### src/rtl/uart_cmd_ctrl_pkg.sv
// Shared definitions for the UART command sequencer: opcodes, response
// bytes, FSM state encoding and a small width helper.
package uart_cmd_ctrl_pkg;

   localparam logic [7:0] OP_WR   = 8'h57;  // 'W'
   localparam logic [7:0] OP_RD   = 8'h52;  // 'R'
   localparam logic [7:0] RSP_OK  = 8'h4B;  // 'K'
   localparam logic [7:0] RSP_BAD = 8'h3F;  // '?'

   typedef enum logic [2:0] {
      ST_IDLE = 3'd0,
      ST_ADDR = 3'd1,
      ST_DATA = 3'd2,
      ST_MEM  = 3'd3,
      ST_RESP = 3'd4
   } state_e;

   // Width of a counter that must hold 0 .. n-1 (at least one bit).
   function automatic int unsigned cnt_width(input int unsigned n);
      return (n < 2) ? 1 : $clog2(n);
   endfunction

endpackage

### src/rtl/uart_cmd_timeout.sv
// Inter-byte timeout: clearable down-counter that reports a single-cycle
// expiry once TIMEOUT enabled cycles have passed since the last clear.
module uart_cmd_timeout #(
   parameter int unsigned TIMEOUT = 1000000
) (
   input  logic CLK,
   input  logic RST,
   input  logic clr_i,
   input  logic en_i,
   output logic expire_o
);

   localparam int unsigned TW = (TIMEOUT < 2) ? 1 : $clog2(TIMEOUT);

   logic [TW-1:0] cnt_q;

   // Reload on clear, otherwise count down toward zero while enabled
   always_ff @(posedge CLK or posedge RST) begin
      if (RST) begin
         cnt_q <= '0;
      end else if (clr_i) begin
         cnt_q <= TW'(TIMEOUT - 1);
      end else if (en_i && (cnt_q != '0)) begin
         cnt_q <= cnt_q - TW'(1);
      end
   end

   // A clear in the same cycle suppresses expiry, so an arriving byte wins
   assign expire_o = en_i & ~clr_i & (cnt_q == '0);

endmodule

### src/rtl/uart_cmd_ctrl.sv
// UART command sequencer: assembles 'W'/'R' frames from received bytes,
// issues one memory access per frame and streams the response bytes back.
module uart_cmd_ctrl
   import uart_cmd_ctrl_pkg::*;
#(
   parameter int unsigned ADDR_BYTES = 3,
   parameter int unsigned DATA_BYTES = 2,
   parameter int unsigned TIMEOUT    = 1000000
) (
   input  logic                    CLK,
   input  logic                    RST,
   input  logic                    RX_STB,
   input  logic [7:0]              RX_DAT,
   output logic                    RX_ACK,
   output logic                    MEM_STB,
   output logic                    MEM_WE,
   output logic [8*ADDR_BYTES-1:0] MEM_ADR,
   output logic [8*DATA_BYTES-1:0] MEM_DAT_W,
   input  logic                    MEM_ACK,
   input  logic [8*DATA_BYTES-1:0] MEM_DAT_R,
   output logic                    TX_STB,
   output logic [7:0]              TX_DAT,
   input  logic                    TX_ACK,
   output logic                    ERR
);

   localparam int unsigned AW = 8 * ADDR_BYTES;
   localparam int unsigned DW = 8 * DATA_BYTES;
   localparam int unsigned CW = cnt_width((ADDR_BYTES > DATA_BYTES) ? ADDR_BYTES : DATA_BYTES);

   state_e          state_q;
   logic [CW-1:0]   cnt_q;       // bytes collected in current field
   logic [CW-1:0]   rsp_left_q;  // response bytes still to send after TX_DAT
   logic [AW-1:0]   adr_q;
   logic [DW-1:0]   wdat_q;
   logic [DW-1:0]   rdat_q;      // remaining read bytes, MSB aligned
   logic            we_q;
   logic            mem_stb_q;
   logic            tx_stb_q;
   logic [7:0]      tx_dat_q;
   logic            err_q;
   logic            rx_ack;
   logic            to_en;
   logic            to_expire;

   // A byte is taken only while collecting a frame; held off during MEM/RESP
   assign rx_ack = RX_STB & (state_q inside {ST_IDLE, ST_ADDR, ST_DATA}) & ~RST;
   assign to_en  = (state_q == ST_ADDR) || (state_q == ST_DATA);

   uart_cmd_timeout #(
      .TIMEOUT (TIMEOUT)
   ) u_timeout (
      .CLK      (CLK),
      .RST      (RST),
      .clr_i    (rx_ack),
      .en_i     (to_en),
      .expire_o (to_expire)
   );

   // Frame sequencer with registered memory/TX handshake outputs
   always_ff @(posedge CLK or posedge RST) begin
      if (RST) begin
         state_q    <= ST_IDLE;
         cnt_q      <= '0;
         rsp_left_q <= '0;
         adr_q      <= '0;
         wdat_q     <= '0;
         rdat_q     <= '0;
         we_q       <= 1'b0;
         mem_stb_q  <= 1'b0;
         tx_stb_q   <= 1'b0;
         tx_dat_q   <= '0;
         err_q      <= 1'b0;
      end else begin
         err_q <= 1'b0;
         unique case (state_q)
            ST_IDLE: begin
               if (rx_ack) begin
                  cnt_q <= '0;
                  if ((RX_DAT == OP_WR) || (RX_DAT == OP_RD)) begin
                     we_q    <= (RX_DAT == OP_WR);
                     state_q <= ST_ADDR;
                  end else begin
                     tx_dat_q   <= RSP_BAD;
                     tx_stb_q   <= 1'b1;
                     rsp_left_q <= '0;
                     state_q    <= ST_RESP;
                  end
               end
            end

            ST_ADDR: begin
               if (rx_ack) begin
                  adr_q <= (adr_q << 8) | AW'(RX_DAT);
                  if (cnt_q == CW'(ADDR_BYTES - 1)) begin
                     cnt_q <= '0;
                     if (we_q) begin
                        state_q <= ST_DATA;
                     end else begin
                        mem_stb_q <= 1'b1;
                        state_q   <= ST_MEM;
                     end
                  end else begin
                     cnt_q <= cnt_q + CW'(1);
                  end
               end else if (to_expire) begin
                  err_q   <= 1'b1;
                  state_q <= ST_IDLE;
               end
            end

            ST_DATA: begin
               if (rx_ack) begin
                  wdat_q <= (wdat_q << 8) | DW'(RX_DAT);
                  if (cnt_q == CW'(DATA_BYTES - 1)) begin
                     cnt_q     <= '0;
                     mem_stb_q <= 1'b1;
                     state_q   <= ST_MEM;
                  end else begin
                     cnt_q <= cnt_q + CW'(1);
                  end
               end else if (to_expire) begin
                  err_q   <= 1'b1;
                  state_q <= ST_IDLE;
               end
            end

            ST_MEM: begin
               if (mem_stb_q && MEM_ACK) begin
                  mem_stb_q <= 1'b0;
                  tx_stb_q  <= 1'b1;
                  state_q   <= ST_RESP;
                  if (we_q) begin
                     tx_dat_q   <= RSP_OK;
                     rsp_left_q <= '0;
                  end else begin
                     tx_dat_q   <= MEM_DAT_R[DW-1 -: 8];
                     rdat_q     <= MEM_DAT_R << 8;
                     rsp_left_q <= CW'(DATA_BYTES - 1);
                  end
               end
            end

            ST_RESP: begin
               if (TX_ACK) begin
                  if (rsp_left_q == '0) begin
                     tx_stb_q <= 1'b0;
                     state_q  <= ST_IDLE;
                  end else begin
                     tx_dat_q   <= rdat_q[DW-1 -: 8];
                     rdat_q     <= rdat_q << 8;
                     rsp_left_q <= rsp_left_q - CW'(1);
                  end
               end
            end

            default: begin
               state_q <= ST_IDLE;
            end
         endcase
      end
   end

   assign RX_ACK    = rx_ack;
   assign MEM_STB   = mem_stb_q;
   assign MEM_WE    = we_q & mem_stb_q;
   assign MEM_ADR   = adr_q;
   assign MEM_DAT_W = wdat_q;
   assign TX_STB    = tx_stb_q;
   assign TX_DAT    = tx_dat_q;
   assign ERR       = err_q;

endmodule

### config.mk
export PLATFORM = sky130hd
export DESIGN_NAME = uart_cmd_ctrl
export DESIGN_NICKNAME = d
export VERILOG_FILES = /design/src/rtl/uart_cmd_ctrl_pkg.sv /design/src/rtl/uart_cmd_timeout.sv /design/src/rtl/uart_cmd_ctrl.sv
export SDC_FILE = /design/constraint.sdc
export NUM_CORES = 1
export LEC_CHECK = 0
export CORE_MARGIN = 2
export CORE_UTILIZATION = 40
export DETAILED_ROUTE_END_ITERATION = 8
export PLACE_DENSITY = 0.7
export SYNTH_ARGS = -nofsm -noshare
export SYNTH_HDL_FRONTEND = slang
export SYNTH_SLANG_ARGS = --single-unit
### constraint.sdc
create_clock -name CLK -period 3.6 [get_ports CLK]
set_clock_uncertainty 0.05 [all_clocks]
set_input_delay 0.72 -clock CLK [delete_from_list [all_inputs] [get_ports CLK]]
set_output_delay 0.72 -clock CLK [all_outputs]
set_load 0.05 [all_outputs]
==> flow_metrics.env <==
export IMPL_outcome="completed"
export IMPL_globalRouteMet1Util_pct=22.2
export IMPL_ctsLongestPathBuffers=2
export IMPL_power_leakage_nw=2.23
export IMPL_cp_max_fo=10
export IMPL_holdWs_ps=436
export IMPL_avgRoutedWirePerCell_um=15.4
export IMPL_portBuffers=81
export IMPL_clock_power_share_pct=16.4
export IMPL_hold_depth=2
export IMPL_pwr_share_seq_pct=35.5
export IMPL_finish_net_count=480
export IMPL_synth_ff_type="dfrtp_1"
export IMPL_synth_ff_latch_count=87
export IMPL_gr_total_overflow=0
export IMPL_yosys_cell_types_count=53
export IMPL_layout_drive_gt1_share_pct=19.0
export IMPL_syn2layout_area_growth_pct=28.8
export IMPL_grt_first_pass_wirelength_mm=15.4
export IMPL_total_power_mw=4.41
export IMPL_multiInputGateArea_um2=1800
export IMPL_hold_path_class="flop to flop"
export IMPL_sw_frac_of_total_pct=44.3
export IMPL_netlist_top_cells_area="dfrtp_1 (53%), mux2_2 (12%), nand2_1 (3.6%), o21ai_0 (2.4%), xor2_1 (2.1%)"
export IMPL_postPlaceCellArea_um2=5070
export IMPL_synth_fp_nets=399
export IMPL_hold_buffers=0
export IMPL_fin_setup_tns_ps=0
export IMPL_area_leader_netlist="dfrtp_1"
export IMPL_critPathKind="primary input to output port"
export IMPL_synth_sequential_area_ratio_pct=53.1
export IMPL_antenna_cells_inserted=0
export IMPL_drt_pre_antenna_iters=4
export IMPL_cts_setup_buffers=0
export IMPL_start_util_pct=41.6
export IMPL_detailedPlacementHpwl_mm=6.40
export IMPL_rsz_0062_raised_after_global_routing="no"
export IMPL_yosys_cell_count_top_type="dfrtp_1"
export IMPL_grt_max_degree=52
export IMPL_drt_drc_violations_left=0
export IMPL_first_iter_violations=116
export IMPL_worst_skew_pair_late_latency_ps=360
export IMPL_r2r_cells=7
export IMPL_syn_instance_count=367
export IMPL_cts_resized_gates=0
export IMPL_globalplace_congestion=0.792
export IMPL_cts_tree="built"
export IMPL_timing_final_setup_violations=0
export IMPL_synth_warning_count=0
export IMPL_die_h_um=105
export IMPL_layout_worst_path_cycle_share_pct=74.5
export IMPL_cts_buffers_inserted=9
export IMPL_synth_common_cells="dfrtp_1 (87), mux2_2 (43), nand2_1 (39)"
export IMPL_ir_drop_mv=0.556
export IMPL_power_report_internal_total_mw=2.45
export IMPL_final_design_area_no_fill_um2=5280
export IMPL_postSynthAreaPerCell_um2=11.2
export IMPL_coreArea_um2=9860
export IMPL_filler_cell_count=856
export IMPL_h_tree_depth_reported_by_cts=3
export IMPL_pre_cts_slack_ps=701
export IMPL_antenna_found_initial=0
export IMPL_regArea_um2=2180
export IMPL_async_flop_share_pct=100
export IMPL_area_share_of_the_leading_cell_type_in_the_synthesized_netlist_pct=53.1
export IMPL_grt_met3_usage_pct=5.75
export IMPL_combPwrFrac_pct=48.1
export IMPL_slew_hr_pct=47.0
export IMPL_clock_tree_root_cell="clkbuf_8"
export IMPL_netSwitchingPower_mw=1.95
export IMPL_floorplan_rows=36
export IMPL_number_of_pins_with_negative_max_slew_slack_in_the_final_report=0
export IMPL_via_per_inst=5.17
export IMPL_hold_violations=0
export IMPL_time_the_final_worst_path_needs_with_i_o_delays_and_setup_ps=2680
export IMPL_synth_enable_flop_cells=0
export IMPL_finalWorstSetupSlack_ps=917
export IMPL_clk_transition_reported_paths_ps=90
export IMPL_timing_critical_path_arrival_ps=1910
export IMPL_mappedNetlistArea_um2=4100
export IMPL_groute_layer_met2_usage_pct=28.3
export IMPL_timing_max_cap_violations=0
export IMPL_routed_wl_mm=9.05
export IMPL_drt_antenna_violating_nets=0
export IMPL_floorplan_io_pins=82
export IMPL_clock_sink_count=87
export IMPL_max_freq_mhz=373
export IMPL_cellPowerDensity_nw_per_um2=834
export IMPL_vias=3032
export IMPL_via_count_of_the_first_global_routing_pass=3136
export IMPL_grt_most_used_layer="met2"
export IMPL_crit_path_end_kind="output port"
export IMPL_die_area_um2=11100
export IMPL_worst_setup_path_start_kind="primary input"
export IMPL_die_width_um=105
export IMPL_critical_path_required_ps=2830
export IMPL_grtUsageTotal_pct=17.4
export IMPL_timing_worst_slew_pin_value_ps=787
==> placed cells by master, fill, tap and decap left out, types with 4 or more instances in the layout <==
master | Yosys | routed
dfrtp_1 | 87 | 87
clkdlybuf4s50_1 | 0 | 80
mux2_2 | 43 | 43
nand2_1 | 39 | 39
o21ai_0 | 20 | 20
nor2_1 | 17 | 17
inv_1 | 14 | 13
xor2_1 | 10 | 10
clkbuf_8 | 0 | 10
nor2b_1 | 8 | 8
o22ai_1 | 8 | 8
nor3_1 | 7 | 7
a21oi_1 | 7 | 7
mux2i_1 | 7 | 7
or4_1 | 6 | 6
or3_1 | 5 | 5
or2_2 | 5 | 5
o211ai_1 | 5 | 5
nor4_1 | 5 | 5
xnor2_1 | 4 | 4
nand2b_1 | 4 | 4
buf_4 | 0 | 4
==> worst paths after layout <==
check,start,end,slack (ps)
max in group asynchronous,RST,u_timeout.cnt_q[6]$_DFFE_PP0P_,2040
max reg2reg,u_timeout.cnt_q[0]$_DFFE_PP0P_,u_timeout.cnt_q[5]$_DFFE_PP0P_,1040
min,rdat_q[13]$_DFFE_PP0P_,rdat_q[13]$_DFFE_PP0P_,440
min in group asynchronous,RST,ERR$_DFF_PP0_,770
max,RST,RX_ACK,920
min reg2reg,rdat_q[13]$_DFFE_PP0P_,rdat_q[13]$_DFFE_PP0P_,440
==> sequential cells by signal, summed over array words and instances, names as in the netlist <==
signal	flops
ERR	1
MEM_ADR	24
MEM_DAT_W	16
MEM_STB	1
TX_DAT	8
TX_STB	1
cnt_q	2
rdat_q	8
rsp_left_q	2
state_q	3
u_timeout.cnt_q	20
we_q	1
==> worst max-delay path, cell delays in order <==
cell	delay, ps
clkdlybuf4s50_1	470
nor3b_2	170
buf_4	180
nand2_1	70
inv_1	140
buf_12	150
==> per-stage QoR <==
stage | util (%) | std cells
after floorplan | - | 367
after global placement | 51.4 | 570
after detailed placement | 51.4 | 570
after CTS | 53.5 | 586
after global routing | 53.5 | 586
final | 53.5 | 586
==> cells by family (layout without fill, tap and decap cells) <==
kind of cell / Yosys count / after routing / share of synthesized area [%]
buffers and inverters: 30 / 116 / 2.99
muxes: 50 / 50 / 13.5
xor gates and xnor gates: 15 / 15 / 3.39
and+or+nand+nor: 118 / 118 / 15.9
adders and majority gates: 3 / 3 / 0.916
DFF: 87 / 87 / 53.1
AOI/OAI and AO/OA: 64 / 64 / 10.2
==> power by group through the flow <==
stage,combinational [mW],clock [mW],sequential (mW)
after global placement,2.11,0,1.57
after global routing,2.25,0.793,1.62
final,2.12,0.723,1.56
after floorplan,0.725,0,2.28
after detailed placement,2.13,0,1.58
after CTS,2.14,0.751,1.57
==> metal layers <==
metal	vias up	share of wire, %
met4	0	1.3
met2	56	49
met3	11	5.0
met1	1506	45
li1	1459	-
met5	-	0
==> final cells by class <==
class	instances	area share [%]
Inverter	14	1.02
Clock buffer	10	2.61
Tap cell	133	3.15
Sequential cell	87	41.2
Timing Repair Buffer	86	16.5
Clock inverter	6	1.42
Multi-Input combinational cell	250	34.1
Power figures use the tool's default switching activity.
